--- src/rtl/fwvexrisc_wb_arb_bridge.sv ---
// Arbitrates N simple-bus initiator ports onto a single Wishbone classic master
// and returns a one-cycle response strobe to the port that owned the transfer.
module fwvexrisc_wb_arb_bridge #(
    parameter int unsigned N_PORTS     = 2,
    parameter int unsigned ADR_WIDTH   = 32,
    parameter int unsigned ARB_MODE    = 0,
    parameter int unsigned TURN_CYCLES = 2,
    parameter int unsigned TIMEOUT     = 0
) (
    input  logic                           clock,
    input  logic                           reset,
    input  logic [N_PORTS-1:0]             p_cmd_valid,
    output logic [N_PORTS-1:0]             p_cmd_ready,
    input  logic [N_PORTS-1:0]             p_cmd_wr,
    input  logic [N_PORTS*ADR_WIDTH-1:0]   p_cmd_adr,
    input  logic [N_PORTS*32-1:0]          p_cmd_dat,
    input  logic [N_PORTS*2-1:0]           p_cmd_size,
    output logic [N_PORTS-1:0]             p_rsp_valid,
    output logic [N_PORTS-1:0]             p_rsp_error,
    output logic [31:0]                    p_rsp_dat,
    output logic [ADR_WIDTH-1:0]           i_adr,
    output logic [31:0]                    i_dat_w,
    input  logic [31:0]                    i_dat_r,
    output logic                           i_cyc,
    output logic                           i_stb,
    output logic                           i_we,
    output logic [3:0]                     i_sel,
    input  logic                           i_ack,
    input  logic                           i_err
);

    localparam int unsigned IDX_W = (N_PORTS > 1) ? $clog2(N_PORTS) : 1;

    typedef enum logic [1:0] {StIdle, StBus, StRsp, StTurn} state_e;

    state_e                 r_state, w_state_nxt;
    logic [IDX_W-1:0]       r_owner, r_last, w_grant_idx, w_cand;
    logic                   w_grant_any, w_accept, w_term, w_tmo;
    logic [ADR_WIDTH-1:0]   w_g_adr, r_adr;
    logic [1:0]             w_g_size;
    logic [3:0]             w_sel, r_sel;
    logic [31:0]            r_dat_w, r_rsp_dat, r_cnt;
    logic [1:0]             r_turn;
    logic                   r_we, r_err;

    // Scan from lowest to highest priority so the winning candidate is written last.
    always_comb begin
        w_grant_any = 1'b0;
        w_grant_idx = '0;
        w_cand      = '0;
        for (int k = int'(N_PORTS) - 1; k >= 0; k--) begin
            if (ARB_MODE == 0) begin
                w_cand = IDX_W'(k);
            end else begin
                w_cand = IDX_W'((int'(r_last) + 1 + k) % int'(N_PORTS));
            end
            if (p_cmd_valid[w_cand]) begin
                w_grant_any = 1'b1;
                w_grant_idx = w_cand;
            end
        end
    end

    assign w_g_adr  = p_cmd_adr[w_grant_idx*ADR_WIDTH +: ADR_WIDTH];
    assign w_g_size = p_cmd_size[w_grant_idx*2 +: 2];

    always_comb begin
        w_sel = 4'b1111;
        if (p_cmd_wr[w_grant_idx]) begin
            case (w_g_size)
                2'b01:   w_sel = w_g_adr[1] ? 4'b1100 : 4'b0011;
                2'b00:   w_sel = 4'b0001 << w_g_adr[1:0];
                default: w_sel = 4'b1111;
            endcase
        end
    end

    assign w_accept = (r_state == StIdle) && w_grant_any;
    assign w_term   = (r_state == StBus) && (i_ack || i_err);
    assign w_tmo    = (r_state == StBus) && !(i_ack || i_err) && (TIMEOUT != 0)
                      && (r_cnt == TIMEOUT - 1);

    always_comb begin
        p_cmd_ready = '0;
        if (w_accept && !reset) begin
            p_cmd_ready[w_grant_idx] = 1'b1;
        end
    end

    always_comb begin
        w_state_nxt = r_state;
        case (r_state)
            StIdle:  if (w_accept) w_state_nxt = StBus;
            StBus:   if (w_term || w_tmo) w_state_nxt = StRsp;
            StRsp:   w_state_nxt = (TURN_CYCLES == 0) ? StIdle : StTurn;
            StTurn:  if (r_turn == 2'(TURN_CYCLES - 1)) w_state_nxt = StIdle;
            default: w_state_nxt = StIdle;
        endcase
    end

    always_ff @(posedge clock) begin
        if (reset) begin
            r_state <= StIdle;
        end else begin
            r_state <= w_state_nxt;
        end
    end

    always_ff @(posedge clock) begin
        if (reset) begin
            r_adr     <= '0;
            r_dat_w   <= '0;
            r_we      <= 1'b0;
            r_sel     <= '0;
            r_owner   <= '0;
            r_last    <= IDX_W'(N_PORTS - 1);
            r_cnt     <= '0;
            r_turn    <= '0;
            r_err     <= 1'b0;
            r_rsp_dat <= '0;
        end else begin
            if (w_accept) begin
                r_adr   <= w_g_adr;
                r_dat_w <= p_cmd_dat[w_grant_idx*32 +: 32];
                r_we    <= p_cmd_wr[w_grant_idx];
                r_sel   <= w_sel;
                r_owner <= w_grant_idx;
                r_last  <= w_grant_idx;
                r_cnt   <= '0;
            end
            if (w_term) begin
                r_rsp_dat <= i_dat_r;
                r_err     <= i_err;
            end else if (w_tmo) begin
                r_rsp_dat <= '0;
                r_err     <= 1'b1;
            end else if (r_state == StBus) begin
                r_cnt <= r_cnt + 32'd1;
            end
            if (r_state == StRsp) begin
                r_turn <= '0;
            end else if (r_state == StTurn) begin
                r_turn <= r_turn + 2'd1;
            end
        end
    end

    always_comb begin
        p_rsp_valid = '0;
        p_rsp_error = '0;
        if (r_state == StRsp) begin
            p_rsp_valid[r_owner] = 1'b1;
            p_rsp_error[r_owner] = r_err;
        end
    end

    assign i_cyc     = (r_state == StBus);
    assign i_stb     = (r_state == StBus);
    assign i_adr     = r_adr;
    assign i_dat_w   = r_dat_w;
    assign i_we      = r_we;
    assign i_sel     = r_sel;
    assign p_rsp_dat = r_rsp_dat;

endmodule

--- config.mk ---
export PLATFORM = sky130hd
export DESIGN_NAME = fwvexrisc_wb_arb_bridge
export DESIGN_NICKNAME = d
export VERILOG_FILES = /design/src/rtl/fwvexrisc_wb_arb_bridge.sv
export SDC_FILE = /design/constraint.sdc
export NUM_CORES = 1
export LEC_CHECK = 0
export BUFFER_PORTS_ARGS = -buffer_cell sky130_fd_sc_hd__buf_4
export CORE_AREA = 2 2 109 111
export CTS_CLUSTER_SIZE = 30
export DETAILED_ROUTE_END_ITERATION = 6
export DIE_AREA = 0 0 111 113
export GPL_TIMING_DRIVEN = 0
export PLACE_DENSITY = 0.74
export SLEW_MARGIN = 20
export SYNTH_ARGS = -nofsm -noshare
export SYNTH_HDL_FRONTEND = slang
export SYNTH_SLANG_ARGS = --single-unit
--- constraint.sdc ---
create_clock -name clock -period 2.38 [get_ports clock]
set_input_delay 0.476 -clock clock [delete_from_list [all_inputs] [get_ports clock]]
set_output_delay 0.476 -clock clock [all_outputs]
set_load 0.1 [all_outputs]
==> run summary, run 1 <==
• **Crit path arrival time** 1790 ps
• **post-synthesis xor/xnor area fraction** 0.214%
• **violated checks** DRC
• **CTS tree** done
• **Worst Hold Path EP** i_dat_w[3]$_SDFFE_PP0N_
• **fraction of final layout cells sized beyond drive strength 1** 44.4%
• **Worst VDD drop** 1210 µV
• **fin util** 58.9%
• **vias after detailed routing** 4,453
• **hold violation total from the final report** 0
• **Mean Syn Cell Area** 9.49 µm²
• **initial antenna violation count** 0
• **remaining global-route overflow** 0
• **slew at the pin closest to its max-slew limit** 512 ps
• **via count of the first global-routing pass** 4,183
• **Setup Viol. Count Final** 0
• **Ant. Diodes** 0
• **worst endpoint required time** 1900 ps
• **number of iterations in the first detailed-routing pass** 7
• **postcts setup bufs** 0
• **net count after synthesis** 608
• **Layout area overhead** 62.4%
• **critical hold path startpoint** p_cmd_dat[35]
• **post-synthesis instance area** 4090 µm²
• **CTS Root Buffer Type** clkbuf_16
• **1st-iter DRT viols** 425
• **tightest slew margin relative to the limit** 65.8%
• **startpoint of the worst register-to-register path** r_state[0]$_SDFFE_PP0P_
• **Worst Path Max Fanout** 10
• **Final Cycle Share** 95.4%
• **final routed DRC violation total** 6
• **number of stages on the worst hold path** 3
• **estimated wirelength of the detail-placed design** 11,100 µm
• **number of placed cells counting well taps** 853
• **timing-limited maximum frequency** 0.440 GHz
• **Die Wd** 111 µm
• **Final Net Count** 898
• **combinational share of power** 56.9%
• **endpoint class of the critical path** output port
• **mux share of post-synthesis cell area** 1.25%
• **total internal power** 4.05 mW
• **number of sinks on the clock net** 107
• **synthesized-area fraction occupied by adder cells** 1.53%
• **# port buffers** 279
• **post-route setup TNS** 0 ps
• **dominant cells by area after synthesis** dfxtp_1 (52%), a222oi_1 (15%), nand2_1 (6.8%), inv_1 (6.1%), a21oi_1 (4.5%)
• **post-cts sizing count** 3
• **post-route total power** 8.70 mW
• **dominant cell type by area after synthesis** dfxtp_1
• **overall routed net length** 14,000 µm
• **most common library cell in the layout ignoring fill and taps** buf_4
• **routability-driven placement congestion ratio** 0.913
• **result of the run** finished, violations left
• **smallest hold slack** 356 ps
• **worst setup slack for register-to-register paths** 510 ps
• **Core Rows** 39
• **number of flip-flops and latches in the synthesized netlist** 107
• **number of buffers inserted by hold repair at cts** 0
• **synthesized instance count** 431
• **area after detailed placement** 6370 µm²
• **level count of the clock H-tree** 3
• **Global Route Usage Sum** 21.2%
• **Num CTS Buffers** 9
• **register share of total power** 28.0%
• **mean routed wirelength per cell** 16.1 µm
• **switching power share of the total** 53.5%
• **area fraction in and, or, nand and nor cells after synthesis** 9.79%
• **post-layout min period** 2270 ps
• **kind of critical path** register to output port
• **area enclosed by the die boundary** 12,500 µm²
• **clock tree buffer depth** 2
• **post-route antenna net violation count** 0
• **largest family of logic cells by synthesized area** compound AO/OA/AOI/OAI gates
• **fin. max-slew vios** 0
• **y dimension of the die** 113 µm
• **count of cells along the worst register-to-register path** 8
• **final standard cell count with taps included and fillers excluded** 869
• **wire length of the first global-routing pass** 21,300 µm
• **effective utilization at floorplan** 36.3%
• **clock tree skew after final layout** 5.25 ps
• **worst slack, placed** 132 ps
• **fraction of post-synthesis cell area in the top cell type by area** 52.4%
• **library cells used by synthesis** 32
• **clock latency at the later pin of the worst-skew pair** 340 ps
• **total number of yosys warnings** 0
• **R2R Path End** i_adr[13]$_SDFFE_PP0N_
• **Clock Power Share** 15.1%
• **sequential element share of the synthesized area** 52.4%
• **Static Leakage** 3.51 nW
• **leading cell types in the layout, fill and taps excluded** buf_4 (280), dfxtp_1 (107), nand2_1 (74)
• **complex-gate fraction of the synthesized area** 22.4%
• **unrepaired setup endpoints after global routing** false
• **core outline area** 11,300 µm²
• **power per cell area** 1310 nW/µm²
• **switching power total** 4.65 mW
• **worst setup margin** 109 ps
• **number of placed I/O pins** 281
• **pin count of the biggest net entering global routing** 16
• **number of max-cap violations** 0
• **Startpoint Class** register
• **routed vias/inst** 5.12
• **CTS clk-pin slew, worst paths** 70 ps
• **class of the worst hold path** primary input to register
• **post-route cell area** 6640 µm²
[power groups by stage]
stage               Clock [mW]  Combinational, mW  Sequential (mW)
detailed placement           0               4.96             2.47
CTS                       1.35               4.97             2.43
global placement             0               4.91             2.45
global route              1.43               5.14             2.47
floorplan                    0               1.13             5.11
finish                    1.32               4.95             2.43
[Yosys cell counts, drive strengths merged]
cell,count
dfxtp,107
nand2,74
inv,67
a222oi,62
a21oi,37
buf,26
clkbuf,9
nor2,9
o21ai,7
ha,5
mux2i,4
and3,3
nor2b,3
a2111oi,2
a32o,2
and2,2
nor3,2
a211oi,1
a21o,1
a221oi,1
a31oi,1
mux2,1
nand2b,1
nor3b,1
nor4bb,1
o21a,1
xnor2,1
[critical path, stage by stage (launching register included)]
cell	delay (ps)
dfxtp_1	340
inv_1	90
ha_2	250
nor3b_2	200
buf_6	190
buf_6	180
buf_8	210
[per-layer routing]
metal  part of all wire [%]  GRT usage, %  up-vias
met4                    2.2          8.25        0
li1                       -             -     2124
met5                      0             0        -
met1                     37          22.4     2049
met3                     11          8.36       26
met2                     50          38.0      254
[cell type report]
class                           instances  area [µm²]
Clock buffer                           13         240
Tap cell                              143         179
Multi-Input combinational cell        222        1450
Sequential cell                       107        2140
Fill cell                             970        4630
Clock inverter                          3        15.0
Timing Repair Buffer                  279        2110
Buffer                                 35         256
Inverter                               67         251
[state kept, by name, indices dropped and copies added (netlist names)]
register / count
r_state: 2
p_rsp_dat: 32
i_dat_w: 32
r_err: 1
i_sel: 4
i_we: 1
i_adr: 32
r_owner: 1
r_turn: 2
[worst max path at each step]
stage,from,to,slack [ps],cells after the start
after floorplan,r_state[0]$_SDFFE_PP0P_,p_rsp_error[0],170,4
after global placement,p_cmd_valid[0],p_cmd_ready[1],150,7
after detailed placement,p_cmd_valid[0],p_cmd_ready[1],130,7
after CTS,r_state[0]$_SDFFE_PP0P_,p_cmd_ready[1],60,6
after global routing,r_state[0]$_SDFFE_PP0P_,p_cmd_ready[1],1,6
final,r_state[0]$_SDFFE_PP0P_,p_cmd_ready[1],110,6
[cell families (layout without fill, tap and decap cells)]
| group | after synthesis | after routing |
|---|---|---|
| AO/OA/AOI/OAI | 115 | 115 |
| adder cells (fa/ha/maj) | 5 | 5 |
| multiplexers | 5 | 5 |
| XOR/XNOR | 1 | 1 |
| flip-flops | 107 | 107 |
| AND/OR/NAND/NOR | 96 | 96 |
| buffers and inverters | 102 | 397 |
(Power assumes the default switching activity.)
==> run 2, diff against run 1 <==
--- a/config.mk
+++ b/config.mk
@@ -11,6 +11,7 @@
 export DETAILED_ROUTE_END_ITERATION = 6
 export DIE_AREA = 0 0 111 113
 export GPL_TIMING_DRIVEN = 0
+export MAX_ROUTING_LAYER = met4
 export PLACE_DENSITY = 0.74
 export SLEW_MARGIN = 20
 export SYNTH_ARGS = -nofsm -noshare
==> run 2 against run 1 <==
Compared with the run above: worst hold slack lost 0.56 ps; non-clock buffer count is the same; the flow still finishes with violations (DRC); critical path type unchanged; flip-flop and latch count is the same; clock power is essentially flat; clock skew is essentially flat; routed wire length shrank 0.19%; sequential share of layout area is the same; fmax grew 0.20%; critical path depth is the same.
==> run summary, run 2 (synthesis gave the netlist of run 1 again) <==
• **result of the run** finished, violations left
• **violated checks** DRC
• **via count of the first global-routing pass** 4,196
• **Crit path arrival time** 1790 ps
• **number of max-cap violations** 0
• **postcts setup bufs** 0
• **pin count of the biggest net entering global routing** 16
• **post-route setup TNS** 0 ps
• **number of sinks on the clock net** 107
• **CTS Root Buffer Type** clkbuf_16
• **overall routed net length** 14,000 µm
• **Clock Power Share** 15.1%
• **leading cell types in the layout, fill and taps excluded** buf_4 (280), dfxtp_1 (107), nand2_1 (74)
• **timing-limited maximum frequency** 0.441 GHz
• **Num CTS Buffers** 9
• **Global Route Usage Sum** 21.8%
• **post-route cell area** 6640 µm²
• **Final Net Count** 898
• **CTS clk-pin slew, worst paths** 70 ps
• **combinational share of power** 56.9%
• **Die Wd** 111 µm
• **fin. max-slew vios** 0
• **initial antenna violation count** 0
• **fin util** 58.9%
• **Startpoint Class** register
• **core outline area** 11,300 µm²
• **routed vias/inst** 5.09
• **class of the worst hold path** primary input to register
• **tightest slew margin relative to the limit** 66.1%
• **estimated wirelength of the detail-placed design** 11,100 µm
• **mean routed wirelength per cell** 16.1 µm
• **power per cell area** 1310 nW/µm²
• **CTS tree** done
• **Layout area overhead** 62.4%
• **remaining global-route overflow** 0
• **Setup Viol. Count Final** 0
• **switching power total** 4.65 mW
• **area after detailed placement** 6370 µm²
• **switching power share of the total** 53.5%
• **area enclosed by the die boundary** 12,500 µm²
• **post-layout min period** 2270 ps
• **clock latency at the later pin of the worst-skew pair** 340 ps
• **Worst VDD drop** 1210 µV
• **routability-driven placement congestion ratio** 0.929
• **endpoint class of the critical path** output port
• **effective utilization at floorplan** 36.3%
• **# port buffers** 279
• **level count of the clock H-tree** 3
• **most common library cell in the layout ignoring fill and taps** buf_4
• **Static Leakage** 3.51 nW
• **post-route antenna net violation count** 0
• **vias after detailed routing** 4,425
• **number of buffers inserted by hold repair at cts** 0
• **kind of critical path** register to output port
• **Ant. Diodes** 0
• **worst endpoint required time** 1900 ps
• **hold violation total from the final report** 0
• **number of placed I/O pins** 281
• **slew at the pin closest to its max-slew limit** 509 ps
• **Core Rows** 39
• **number of placed cells counting well taps** 853
• **clock tree buffer depth** 2
• **number of iterations in the first detailed-routing pass** 7
• **1st-iter DRT viols** 436
• **final standard cell count with taps included and fillers excluded** 869
• **total internal power** 4.05 mW
• **y dimension of the die** 113 µm
• **register share of total power** 28.0%
• **Final Cycle Share** 95.2%
• **fraction of final layout cells sized beyond drive strength 1** 44.4%
• **Worst Path Max Fanout** 10
• **wire length of the first global-routing pass** 21,200 µm
• **unrepaired setup endpoints after global routing** false
• **clock tree skew after final layout** 5.09 ps
• **final routed DRC violation total** 2
-- run 2: metal layers --
metal | vias up | wire length, µm | global-route usage [%]
met5 | - | 0 | -
met4 | 0 | 311 | 8.50
met3 | 24 | 1530 | 7.45
met2 | 257 | 6990 | 37.8
met1 | 2019 | 5140 | 22.9
li1 | 2125 | - | -
-- run 2: area by class of cell --
class / count / area (µm²)
sequential: 107 / 2140
clock buffer: 13 / 240
multi-input combinational: 222 / 1450
buffer: 35 / 256
fill: 970 / 4630
tap: 143 / 179
clock inverter: 3 / 15.0
timing repair buffer: 279 / 2110
inverter: 67 / 251
-- run 2: power by group through the flow --
stage	sequential, mW	combinational [mW]	clock [mW]
floorplan	5.11	1.13	0
detailed placement	2.47	4.96	0
global route	2.47	5.14	1.43
global placement	2.45	4.91	0
finish	2.43	4.95	1.32
CTS	2.43	4.97	1.35
-- run 2: through the flow --
step           worst slack, ps  hold slack, ps  total power, mW
2_1_floorplan              166             440             6.24
3_3_place_gp               146             443             7.36
3_5_place_dp               132             447             7.42
4_1_cts                   58.0             346             8.75
5_1_grt                   1.25             354             9.04
6_report                   114             356             8.70
-- run 2: repair_timing --
action                                  CTS  global route
gates cloned                              0             0
endpoints found under the setup margin    2             1
gates resized for setup                   3             1
-- run 2: worst max-delay path, stage by stage (launching register included) --
cell and delay [ps]:
dfxtp_1 340, inv_1 90, ha_2 250, nor3b_2 200, buf_6 190, buf_6 170
buf_8 210
-- run 2: worst paths after layout --
kind,cells after the start,slack [ps],from,endpoint
max,6,110,r_state[0]$_SDFFE_PP0P_,p_cmd_ready[1]
min,3,360,p_cmd_adr[62],i_adr[30]$_SDFFE_PP0N_
max reg2reg,8,520,r_state[0]$_SDFFE_PP0P_,i_adr[13]$_SDFFE_PP0N_
min reg2reg,2,450,p_rsp_dat[17]$_SDFFE_PP0P_,p_rsp_dat[17]$_SDFFE_PP0P_
==> run 3, diff against run 2 <==
--- a/config.mk
+++ b/config.mk
@@ -5,7 +5,7 @@
 export SDC_FILE = /design/constraint.sdc
 export NUM_CORES = 1
 export LEC_CHECK = 0
-export BUFFER_PORTS_ARGS = -buffer_cell sky130_fd_sc_hd__buf_4
+export BUFFER_PORTS_ARGS = -buffer_cell sky130_fd_sc_hd__buf_2
 export CORE_AREA = 2 2 109 111
 export CTS_CLUSTER_SIZE = 30
 export DETAILED_ROUTE_END_ITERATION = 6
==> run 3 against run 2 <==
Compared with the run above: the run still ends with DRC left; cell area is 9.7% lower; die area stayed put; global-route usage is 0.36 points lower; register-to-register slack hardly changed; clock skew is 5.2 ps higher; total power is 1.7% lower; critical endpoint unchanged; largest power group unchanged; highest routed layer unchanged.
==> run summary, run 3 (synthesis gave the netlist of run 1 again) <==
• **result of the run** finished, violations left
• **violated checks** DRC
• **Core Rows** 39
• **worst setup margin** 90.1 ps
• **number of stages on the worst hold path** 3
• **Crit path arrival time** 1810 ps
• **hold violation total from the final report** 0
• **1st-iter DRT viols** 476
• **number of max-cap violations** 0
• **kind of critical path** register to output port
• **Global Route Usage Sum** 21.4%
• **estimated wirelength of the detail-placed design** 10,800 µm
• **final routed DRC violation total** 10
• **Final Net Count** 898
• **vias after detailed routing** 4,448
• **clock tree skew after final layout** 10.3 ps
• **endpoint class of the critical path** output port
• **routed vias/inst** 5.12
• **CTS clk-pin slew, worst paths** 70 ps
• **timing-limited maximum frequency** 0.437 GHz
• **Worst VDD drop** 1160 µV
• **number of placed cells counting well taps** 853
• **effective utilization at floorplan** 36.3%
• **fin. max-slew vios** 0
• **CTS tree** done
• **detailed-routing wirelength on met1** 5110 µm
• **most common library cell in the layout ignoring fill and taps** buf_2
• **# port buffers** 279
• **post-route total power** 8.55 mW
• **number of placed I/O pins** 281
• **highest metal layer with signal wires** met4
• **delay of the slowest cell on the worst path** 340 ps
• **Die Wd** 111 µm
• **Setup Viol. Count Final** 0
• **y dimension of the die** 113 µm
• **number of buffers inserted by hold repair at cts** 0
• **post-route cell area** 6000 µm²
• **mean routed wirelength per cell** 15.4 µm
• **post-route antenna net violation count** 0
• **clock latency at the later pin of the worst-skew pair** 350 ps
• **number of iterations in the first detailed-routing pass** 7
• **cell type with the highest occurrence count on the critical path** buf_6
• **power per cell area** 1430 nW/µm²
• **area after detailed placement** 5670 µm²
• **cell at the slowest stage of the critical path** dfxtp_1
• **CTS Root Buffer Type** clkbuf_16
• **leading cell types in the layout, fill and taps excluded** buf_2 (284), dfxtp_1 (107), nand2_1 (74)
• **post-layout min period** 2290 ps
• **worst endpoint required time** 1900 ps
• **Routed met3 length** 1320 µm
• **Ant. Diodes** 0
• **Worst Path Max Fanout** 10
• **wire length of the first global-routing pass** 20,900 µm
• **final standard cell count with taps included and fillers excluded** 869
• **Layout area overhead** 46.6%
• **Startpoint Class** register
• **area enclosed by the die boundary** 12,500 µm²
• **fraction of final layout cells sized beyond drive strength 1** 44.9%
• **met2 routed wirelength** 6730 µm
• **Static Leakage** 3.37 nW
• **via count of the first global-routing pass** 4,425
• **core outline area** 11,300 µm²
• **count of cells along the worst register-to-register path** 8
• **class of the worst hold path** primary input to register
• **tightest slew margin relative to the limit** 62.7%
• **worst slack, placed** -2.14 ps
• **number of sinks on the clock net** 107
• **initial antenna violation count** 0
• **unrepaired setup endpoints after global routing** true
• **post-route setup TNS** 0 ps
• **overall routed net length** 13,400 µm
• **Final Cycle Share** 96.2%
• **level count of the clock H-tree** 3
• **pin count of the biggest net entering global routing** 19
• **worst setup slack for register-to-register paths** 520 ps
• **routability-driven placement congestion ratio** 0.908
• **clock tree buffer depth** 2
• **cells along the critical path** inv_1 > ha_2 > nor3b_2 > buf_6 > buf_6 > buf_8
• **Num CTS Buffers** 9
• **slew at the pin closest to its max-slew limit** 563 ps
• **remaining global-route overflow** 0
==> run 3: changes by cell type in the layout (fill, tap and decap cells not counted), sizes merged <==
cell	change
clkbuf	-4
inv	+2
bufinv	+1
clkinvlp	+1
==> run 3: critical path: cells and delay by family, from the launching register on <==
family | cells | cell delay (ps)
simple gates | 1 | 200
flops | 1 | 340
buf+inv | 4 | 660
fa+ha+maj | 1 | 250
==> run 3: where the power goes <==
group	switching [mW]	total, mW	internal, mW
Sequential	0.223	2.42	2.20
Combinational	3.80	4.64	0.842
Clock	0.667	1.49	0.821
==> run 3: area by class of cell <==
cell class | count | area (µm²)
clock buffer | 9 | 225
tap | 143 | 179
sequential | 107 | 2140
inverter | 67 | 251
buffer | 35 | 256
fill | 1034 | 5280
multi-input combinational | 222 | 1450
timing repair buffer | 279 | 1420
clock inverter | 7 | 73.8
==> run 3: path summary, 6_finish.rpt <==
kind	endpoint	start
min reg2reg	p_rsp_dat[16]$_SDFFE_PP0P_	p_rsp_dat[16]$_SDFFE_PP0P_
min	i_dat_w[19]$_SDFFE_PP0N_	p_cmd_dat[51]
max	p_cmd_ready[1]	r_state[0]$_SDFFE_PP0P_
max reg2reg	i_adr[16]$_SDFFE_PP0N_	r_state[0]$_SDFFE_PP0P_
==> run 3: per-layer routing <==
layer / global-route usage [%] / vias up
li1: - / 2116
met1: 22.6 / 2066
met2: 37.7 / 249
met3: 6.21 / 17
met4: 9.00 / 0
met5: - / -
==> run 3: metrics by stage <==
stage                     hold slack (ps)  util (%)
final                                 347      53.2
after global routing                  345      53.2
after global placement                440      50.3
after floorplan                       440         -
after detailed placement              443      50.3
after CTS                             327      53.1
==> run 3: what timing repair did <==
item | CTS | global route
endpoints found under the setup margin | 2 | 2
buffers inserted | 0 | 0
resized for setup | 4 | 3
